==> src/rtl/ir_key_event_ctrl_if.sv <==
// Key-event stream handshake: the controller presents the FIFO head, the consumer accepts it.
interface ir_key_event_ctrl_if;
    logic       evt_valid;
    logic       evt_ready;
    logic [1:0] evt_type;
    logic [7:0] evt_key;

    modport master (output evt_valid, output evt_type, output evt_key, input  evt_ready);
    modport slave  (input  evt_valid, input  evt_type, input  evt_key, output evt_ready);
endinterface

==> src/rtl/ir_key_event_ctrl.sv <==
// Turns NEC receiver frame/repeat pulses into PRESS / REPEAT / RELEASE key events,
// buffered in a small show-ahead FIFO with a valid/ready output.
module ir_key_event_ctrl #(
    parameter int unsigned HOLD_TIMEOUT = 6000000,
    parameter int unsigned RPT_DELAY    = 3,
    parameter int unsigned RPT_RATE     = 2,
    parameter int unsigned FIFO_DEPTH   = 4
) (
    input  logic                 sys_clk,
    input  logic                 sys_rst_n,
    input  logic [19:0]          ir_data,
    input  logic                 ir_data_valid,
    input  logic                 ir_repeat_en,
    input  logic                 clr_overflow,
    output logic                 key_held,
    output logic [7:0]           held_key,
    output logic                 overflow,
    ir_key_event_ctrl_if.master  evt_if
);

    localparam int unsigned TMR_W   = $clog2(HOLD_TIMEOUT + 1);
    localparam int unsigned RPT_MAX = (RPT_DELAY > RPT_RATE) ? RPT_DELAY : RPT_RATE;
    localparam int unsigned RPT_W   = $clog2(RPT_MAX + 1);
    localparam int unsigned PTR_W   = $clog2(FIFO_DEPTH);
    localparam int unsigned CNT_W   = PTR_W + 1;
    localparam int unsigned EVT_W   = 10;

    localparam logic [1:0] EVT_PRESS   = 2'b01;
    localparam logic [1:0] EVT_REPEAT  = 2'b10;
    localparam logic [1:0] EVT_RELEASE = 2'b11;

    localparam logic [TMR_W-1:0] TMR_LAST = TMR_W'(HOLD_TIMEOUT - 1);
    localparam logic [RPT_W-1:0] RPT_DLY  = RPT_W'(RPT_DELAY);
    localparam logic [RPT_W-1:0] RPT_RT   = RPT_W'(RPT_RATE);
    localparam logic [CNT_W-1:0] CNT_FULL = CNT_W'(FIFO_DEPTH);

    typedef enum logic [1:0] {S_IDLE, S_HELD, S_PEND} state_t;

    state_t            state;
    logic [7:0]        pending;
    logic [TMR_W-1:0]  timer;
    logic [RPT_W-1:0]  rpt_cnt;

    logic              push_c;
    logic [1:0]        push_type_c;
    logic [7:0]        push_key_c;

    logic [EVT_W-1:0]  mem [FIFO_DEPTH];
    logic [PTR_W-1:0]  wr_ptr;
    logic [PTR_W-1:0]  rd_ptr;
    logic [CNT_W-1:0]  count;
    logic              evt_valid;
    logic              pop_c;
    logic              wr_en_c;
    logic [CNT_W-1:0]  count_nxt_c;

    // Only the key code byte of the receiver word is meaningful here.
    logic unused_ir_data;
    assign unused_ir_data = ^ir_data[19:8];

    // Event to push this cycle; data_valid outranks repeat, at most one push.
    always_comb begin
        push_c      = 1'b0;
        push_type_c = EVT_PRESS;
        push_key_c  = held_key;
        case (state)
            S_IDLE: begin
                if (ir_data_valid) begin
                    push_c     = 1'b1;
                    push_key_c = ir_data[7:0];
                end
            end
            S_HELD: begin
                if (ir_data_valid) begin
                    push_c      = 1'b1;
                    push_type_c = EVT_RELEASE;
                end else if (ir_repeat_en) begin
                    if (rpt_cnt == RPT_W'(1)) begin
                        push_c      = 1'b1;
                        push_type_c = EVT_REPEAT;
                    end
                end else if (timer == TMR_LAST) begin
                    push_c      = 1'b1;
                    push_type_c = EVT_RELEASE;
                end
            end
            S_PEND: begin
                push_c     = 1'b1;
                push_key_c = ir_data_valid ? ir_data[7:0] : pending;
            end
            default: ;
        endcase
    end

    // Press tracking, repeat pacing and release-by-timeout.
    always_ff @(posedge sys_clk or negedge sys_rst_n) begin
        if (!sys_rst_n) begin
            state    <= S_IDLE;
            pending  <= '0;
            timer    <= '0;
            rpt_cnt  <= '0;
            key_held <= 1'b0;
            held_key <= '0;
        end else begin
            case (state)
                S_IDLE: begin
                    if (ir_data_valid) begin
                        held_key <= ir_data[7:0];
                        rpt_cnt  <= RPT_DLY;
                        timer    <= '0;
                        key_held <= 1'b1;
                        state    <= S_HELD;
                    end
                end
                S_HELD: begin
                    if (ir_data_valid) begin
                        pending <= ir_data[7:0];
                        state   <= S_PEND;
                    end else if (ir_repeat_en) begin
                        timer   <= '0;
                        rpt_cnt <= (rpt_cnt == RPT_W'(1)) ? RPT_RT : rpt_cnt - RPT_W'(1);
                    end else if (timer == TMR_LAST) begin
                        timer    <= '0;
                        key_held <= 1'b0;
                        state    <= S_IDLE;
                    end else begin
                        timer <= timer + TMR_W'(1);
                    end
                end
                S_PEND: begin
                    pending  <= push_key_c;
                    held_key <= push_key_c;
                    rpt_cnt  <= RPT_DLY;
                    timer    <= '0;
                    state    <= S_HELD;
                end
                default: state <= S_IDLE;
            endcase
        end
    end

    // A push coinciding with a pop always fits, even when the FIFO is full.
    assign pop_c       = evt_valid && evt_if.evt_ready;
    assign wr_en_c     = push_c && ((count != CNT_FULL) || pop_c);
    assign count_nxt_c = count + CNT_W'(wr_en_c) - CNT_W'(pop_c);

    always_ff @(posedge sys_clk or negedge sys_rst_n) begin
        if (!sys_rst_n) begin
            for (int i = 0; i < int'(FIFO_DEPTH); i++) mem[i] <= '0;
            wr_ptr    <= '0;
            rd_ptr    <= '0;
            count     <= '0;
            evt_valid <= 1'b0;
            overflow  <= 1'b0;
        end else begin
            if (wr_en_c) begin
                mem[wr_ptr] <= {push_type_c, push_key_c};
                wr_ptr      <= wr_ptr + PTR_W'(1);
            end
            if (pop_c) rd_ptr <= rd_ptr + PTR_W'(1);
            count     <= count_nxt_c;
            evt_valid <= (count_nxt_c != '0);
            if (push_c && !wr_en_c) overflow <= 1'b1;
            else if (clr_overflow)  overflow <= 1'b0;
        end
    end

    assign evt_if.evt_valid = evt_valid;
    assign evt_if.evt_type  = mem[rd_ptr][9:8];
    assign evt_if.evt_key   = mem[rd_ptr][7:0];

endmodule
==> src/flat_wrapper.sv <==
// flat-port wrapper written by rule: the top's interface ports become plain ports
module ir_key_event_ctrl_flat 
#(
    parameter int unsigned HOLD_TIMEOUT = 6000000,
    parameter int unsigned RPT_DELAY    = 3,
    parameter int unsigned RPT_RATE     = 2,
    parameter int unsigned FIFO_DEPTH   = 4
)
  (sys_clk, sys_rst_n, ir_data, ir_data_valid, ir_repeat_en, clr_overflow, key_held, held_key, overflow, evt_if_evt_valid, evt_if_evt_type, evt_if_evt_key, evt_if_evt_ready);
  ir_key_event_ctrl_if evt_if_i ();
  input  logic sys_clk;
  input  logic sys_rst_n;
  input  logic [19:0] ir_data;
  input  logic ir_data_valid;
  input  logic ir_repeat_en;
  input  logic clr_overflow;
  output logic key_held;
  output logic [7:0] held_key;
  output logic overflow;
  output wire logic [$bits(evt_if_i.evt_valid)-1:0] evt_if_evt_valid;
  output wire logic [$bits(evt_if_i.evt_type)-1:0] evt_if_evt_type;
  output wire logic [$bits(evt_if_i.evt_key)-1:0] evt_if_evt_key;
  input wire logic [$bits(evt_if_i.evt_ready)-1:0] evt_if_evt_ready;
  assign evt_if_evt_valid = evt_if_i.evt_valid;
  assign evt_if_evt_type = evt_if_i.evt_type;
  assign evt_if_evt_key = evt_if_i.evt_key;
  assign evt_if_i.evt_ready = evt_if_evt_ready;
  ir_key_event_ctrl #(.HOLD_TIMEOUT(HOLD_TIMEOUT), .RPT_DELAY(RPT_DELAY), .RPT_RATE(RPT_RATE), .FIFO_DEPTH(FIFO_DEPTH)) u_core (.sys_clk(sys_clk), .sys_rst_n(sys_rst_n), .ir_data(ir_data), .ir_data_valid(ir_data_valid), .ir_repeat_en(ir_repeat_en), .clr_overflow(clr_overflow), .key_held(key_held), .held_key(held_key), .overflow(overflow), .evt_if(evt_if_i));
endmodule
==> config.mk <==
export PLATFORM = sky130hd
export DESIGN_NAME = ir_key_event_ctrl_flat
export DESIGN_NICKNAME = d
export VERILOG_FILES = /design/src/rtl/ir_key_event_ctrl_if.sv /design/src/rtl/ir_key_event_ctrl.sv /design/src/flat_wrapper.sv
export SDC_FILE = /design/constraint.sdc
export NUM_CORES = 1
export LEC_CHECK = 0
export CAP_MARGIN = 40
export CELL_PAD_IN_SITES_DETAIL_PLACEMENT = 1
export CELL_PAD_IN_SITES_GLOBAL_PLACEMENT = 1
export CORE_MARGIN = 1.5
export CORE_UTILIZATION = 45
export DETAILED_ROUTE_END_ITERATION = 8
export DONT_BUFFER_PORTS = 1
export PLACE_DENSITY_LB_ADDON = 0.12
export SETUP_SLACK_MARGIN = 0.5
export SLEW_MARGIN = 5
export SYNTH_ARGS = -nofsm -noshare
export SYNTH_HDL_FRONTEND = slang
export SYNTH_SLANG_ARGS = --single-unit
==> constraint.sdc <==
create_clock -name sys_clk -period 3.6 [get_ports sys_clk]
set_clock_uncertainty 0.15 [all_clocks]
set_input_delay 1.08 -clock sys_clk [delete_from_list [all_inputs] [get_ports sys_clk]]
set_output_delay 1.08 -clock sys_clk [all_outputs]
set_load 0.05 [all_outputs]
Word level (Yosys, flattened, before mapping)
Index checks and enable logic that the tools add are counted.

Register bits: 93. Input bits: 26. Output and inout port bits: 21.

Add/sub/neg operators: 6. Order comparisons: 3. Equal/unequal tests: 12. Muxes and demuxes: 44. Bitwise operators: 2. Reduce and logical (&&, ||, !) cells: 17.

Operator list (number): $mux 23 (4); $pmux 23 s3 (1); $pmux 8 s2 (3); $bwmux 40 (1); $mux 10 (3); $mux 2 (13); $add 23x1->23 const B (1); $eq 23x23->1 const B (1); $bmux 10 s2 (1); $demux 10 s2 (1); $mux 8 (2); $pmux 2 s3 (2); $mux 1 (11); $ne 2x2->1 const B (4); $reduce_bool 2->1 (4); $ge 3x3->1 const B (2); $ne 3x3->1 const B (2); $not 2->3 (2); $reduce_and 3->1 (2); $reduce_bool 3->1 (2); $reduce_and 5->1 (1); $add 2x1->2 const B (2); $eq 2x1->1 const B (2); $logic_and 1x1->1 (4); 13 further kinds (13).

Depth between registers and ports, before layout
Depth after elaboration: 9. Mapped depth: 13.

Least setup slack after synthesis
No wires, ideal clock.

Path kind: register -> register. Start: reg u_core.timer[12]. End: reg u_core.evt_valid, in the netlist u_core.evt_if.evt_valid. Setup time: 131 ps. Arrival time: 3212 ps. Setup slack: 107 ps. Cell stages (with the launch flop): 12. Buffers on the path: 1. Clock period less this slack: 3493 ps. Cell sequence: dfrtp_1 > or4b_1 > or4_4 > o31a_1 > buf_6 > a21boi_2 > ha_1 > inv_1 > fa_1 > xnor2_1 > xnor2_1 > or3_1.

Cells in the longest elaborated chain, start to end: 9.

Ends and longest elaborated chain: from (decl) (RTL line ir_key_event_ctrl.sv:41) `logic [TMR_W-1:0] timer;`; from (signal assigned) (RTL line ir_key_event_ctrl.sv:127) `timer <= timer + TMR_W'(1);`; $eq 23x23->1 (RTL line ir_key_event_ctrl.sv:82) `end else if (timer == TMR_LAST) begin`; $mux 1 (RTL line ir_key_event_ctrl.sv:82); $mux 1 (RTL line ir_key_event_ctrl.sv:77) `end else if (ir_repeat_en) begin`; $mux 1 (RTL line ir_key_event_ctrl.sv:74) `if (ir_data_valid) begin`; $pmux 1 s3 (RTL line ir_key_event_ctrl.sv:66) `case (state)`; $logic_and 1x1->1 (RTL line ir_key_event_ctrl.sv:144) `assign wr_en_c = push_c && ((count != CNT_FULL) || pop_c);`; named net u_core.wr_en_c (RTL line ir_key_event_ctrl.sv:54) `logic wr_en_c;`; $add 3x1->3 (RTL line ir_key_event_ctrl.sv:145) `assign count_nxt_c = count + CNT_W'(wr_en_c) - CNT_W'(pop_c);`; $sub 3x1->3 (RTL line ir_key_event_ctrl.sv:145); named net u_core.count_nxt_c[2] (RTL line ir_key_event_ctrl.sv:55) `logic [CNT_W-1:0] count_nxt_c;`; $reduce_bool 3->1 (RTL line ir_key_event_ctrl.sv:162) `evt_valid <= (count_nxt_c != '0);`; to (signal assigned) (RTL line ir_key_event_ctrl.sv:162); to (decl) (RTL line ir_key_event_ctrl.sv:52) `logic evt_valid;`.

The timed path passes the listed nets, and every way through them passes these cells. A chain may end at the register's enable or synchronous reset.

Final worst setup path
Start: reg u_core.timer[14]. End: reg u_core.evt_valid, in the netlist u_core.evt_if.evt_valid.

Same word-level chain as after synthesis.

==> key figures <==
Clocking
  – CTS sink count: between 90 and 100
  – CTS Buf Count: 9
  – Clock insertion delay at the later pin of the skew report: around 380 ps
  – CTS tree: yes
  – Hold Buf Count CTS: 0
  – H-Tree Depth: 3
  – Max clock buf depth: 2
  – Worst-path clk slew: around 110 ps
  – CTS root buf: clkbuf_8

Logic synthesis
  – Cell taking the most area after synthesis: dfrtp_1
  – Yosys warnings: 0
  – Sequential element share of the synthesized area: 0.481
  – Synth top cells by count: dfrtp_1 (93), nand2_1 (49), o21ai_0 (45)
  – Most common cell in the netlist: dfrtp_1
  – Yosys reg bits: between 90 and 100
  – Top cells by area, synth: dfrtp_1 (48%), mux2_2 (8.2%), mux4_2 (4.7%)
  – Syn nets: about 500
  – Unique cell type count in the Yosys netlist: 52
  – Main synth FF type: dfrtp_1
  – Syn Inst Count: 460
  – Syn Std Cell Area: between 4000 and 5000 um^2
  – Syn_area_per_cell: ~11 um^2
  – Post-synth EDFFs: 0
  – Post-synthesis async set-or-reset flop share: 1.00
  – Yosys top cell area share: 0.481

Setup path
  – Crit path max fanout: 2
  – Critical path capture point type: flop
  – CP Class: reg -> reg
  – WP data required: between 3000 and 4000 ps
  – Worst setup SP type: flop
  – Worst EP arrival: 3530 ps

STA
  – RSZ-0062 raised after global routing: true
  – Min cycle time layout: around 3400 ps
  – Final hold violations: 0
  – Hold slack: ~230 ps
  – Fmax: between 200 and 300 MHz
  – Worst-margin pin slew: 614 ps
  – Period utilization: 0.952
  – Setup TNS: 0 ps
  – Worst setup margin: approximately 170 ps
  – Final Setup Violations: 0
  – Relative slew slack: 0.589
  – Max Slew Vio Count: 0

Die
  – # IOs: 47
  – Die height: roughly 110 um
  – DIE WIDTH: between 100 and 150 um
  – Core area: roughly 10,000 um^2
  – Die area: 11,400 um^2
  – Initial Util: 0.466
  – Rows: 37

Global routing
  – First-pass GRT wire length: approximately 19,000 um
  – GRT overflow: 0
  – Vias in the first global route: roughly 3,600
  – Tot GR Track Use: 0.214
  – Initial antenna violation count: 0
  – Largest net degree at the start of global routing: 94

Power
  – Pleak: ~2.3 nW
  – Final Power: roughly 4.9 mW
  – Max VDD drop: 0.519 mV
  – P per Cell Area: 920 nW/um^2

Run
  – Max_cap viols: 0

Final layout
  – Post-Layout Cell Count: 614
  – Final #Nets: approximately 500
  – Layout cell share with drive strength beyond 1: 0.201
  – Multi-input logic area: roughly 2300 um^2
  – # fillers: approximately 1,200
  – Register area: about 2300 um^2
  – Fin util: 0.514
  – Design area: 5330 um^2
  – Ant diodes: 0
  – Area grow syn2layout: 10.4%

Status
  – Outcome: finished clean

Min path
  – HP Class: in -> async

Route
  – 1st-iter DRT viols: between 150 and 200
  – Routed Antenna Nets: 0
  – Pre-antenna DRT Iters: 4
  – Routed WL: 11,400 um
  – Vias: between 3,000 and 4,000
  – Drc violations: 0
  – WL/cell: roughly 19 um
  – Vias per cell: between 5 and 6

Placed design
  – Number of placed cells counting well taps: 591
  – Setup WS pre-CTS: about 74 ps
  – Final HPWL DP: 7700 um
  – Placer Congestion: about 0.75
  – Port bufs: 0
  – DP Area: between 5000 and 6000 um^2
## routing by layer
layer,up-vias,global-route usage,share of wire
li1,1663,-,-
met1,1797,0.313,0.50
met2,47,0.316,0.45
met3,10,0.0529,0.041
met4,0,0.0581,0.010
met5,-,0,0
## cell families (layout without fill, tap and decap cells)
kind of cell | count (synthesis) | in the layout | share of synthesized area
and+or+nand+nor | 143 | 143 | 0.146
AOI/OAI and AO/OA | 96 | 96 | 0.128
DFF | 93 | 93 | 0.481
muxes | 53 | 53 | 0.146
buffers and inverters | 49 | 67 | 0.0396
adders and majority gates | 13 | 13 | 0.0352
xor gates and xnor gates | 13 | 13 | 0.0236
## flip-flops by register name (all words and copies together) (netlist names), 2 cells and up
| register | flops |
|---|---|
| u_core.rpt_cnt | 2 |
| u_core.rd_ptr | 2 |
| u_core.wr_ptr | 2 |
| u_core.held_key | 8 |
| u_core.timer | 23 |
| u_core.count | 3 |
| u_core.mem | 40 |
| u_core.state | 2 |
| u_core.pending | 8 |
## worst paths after layout
check                                 start                      end  slack, ps  depth (start not counted)
setup / recovery           u_core.timer[14]  u_core.evt_if.evt_valid        170                         10
hold / removal                    sys_rst_n        u_core.pending[6]        230                          0
setup reg to reg           u_core.timer[14]  u_core.evt_if.evt_valid        170                         10
hold reg to reg              u_core.mem[11]           u_core.mem[11]        350                          1
max in group asynchronous         sys_rst_n            u_core.mem[2]       2870                          0
min in group sys_clk         u_core.mem[11]           u_core.mem[11]        350                          1
## worst max-delay path, stage by stage, from the launching register on
cell and delay (ps):
dfrtp_1 400, or4b_4 540, or4_4 530, o31a_1 330, a21boi_4 170, ha_2 190
inv_2 30, fa_2 350, xnor2_2 150, xnor2_1 140, or3_1 320
## where the power goes
group          internal (mW)  leakage (nW)  switching (mW)  total, mW
clock network          0.340         0.106           0.436      0.776
registers               1.42          1.15           0.435       1.85
logic                  0.869          1.04            1.41       2.28
## timing repair
item,in CTS,in global routing
setup endpoints to repair,31,39
pin swaps,4,5
buffers inserted,4,3
endpoints found under the hold margin,0,0
resized for setup,3,0
## cells in the final DEF (no fill, tap or decap), types with 3 or more instances in the layout
cell type and instances:
dfrtp_1 93, nand2_1 49, o21ai_0 45, mux2_2 35
nor2_1 30, inv_1 29, buf_4 20, a21oi_1 15
nand3_1 15, and3_1 11, ha_1 11, mux4_2 10
nand4_1 9, clkbuf_8 9, xnor2_1 6, a22oi_1 6
xor2_1 6, and4_1 4, a21oi_4 4, mux2_1 4
nor4_1 4, mux2i_1 4, nand2b_1 3, nand3b_1 3
nor3_1 3, a22o_1 3, o22ai_1 3, inv_6 3
## final cells by class
| type | count | area share |
|---|---|---|
| clock buffer | 9 | 0.0232 |
| multi-input combinational | 318 | 0.440 |
| timing repair buffer | 21 | 0.0300 |
| inverter | 30 | 0.0211 |
| sequential | 93 | 0.436 |
| clock inverter | 7 | 0.0171 |
| tap | 136 | 0.0319 |
(Power assumes the default switching activity.)
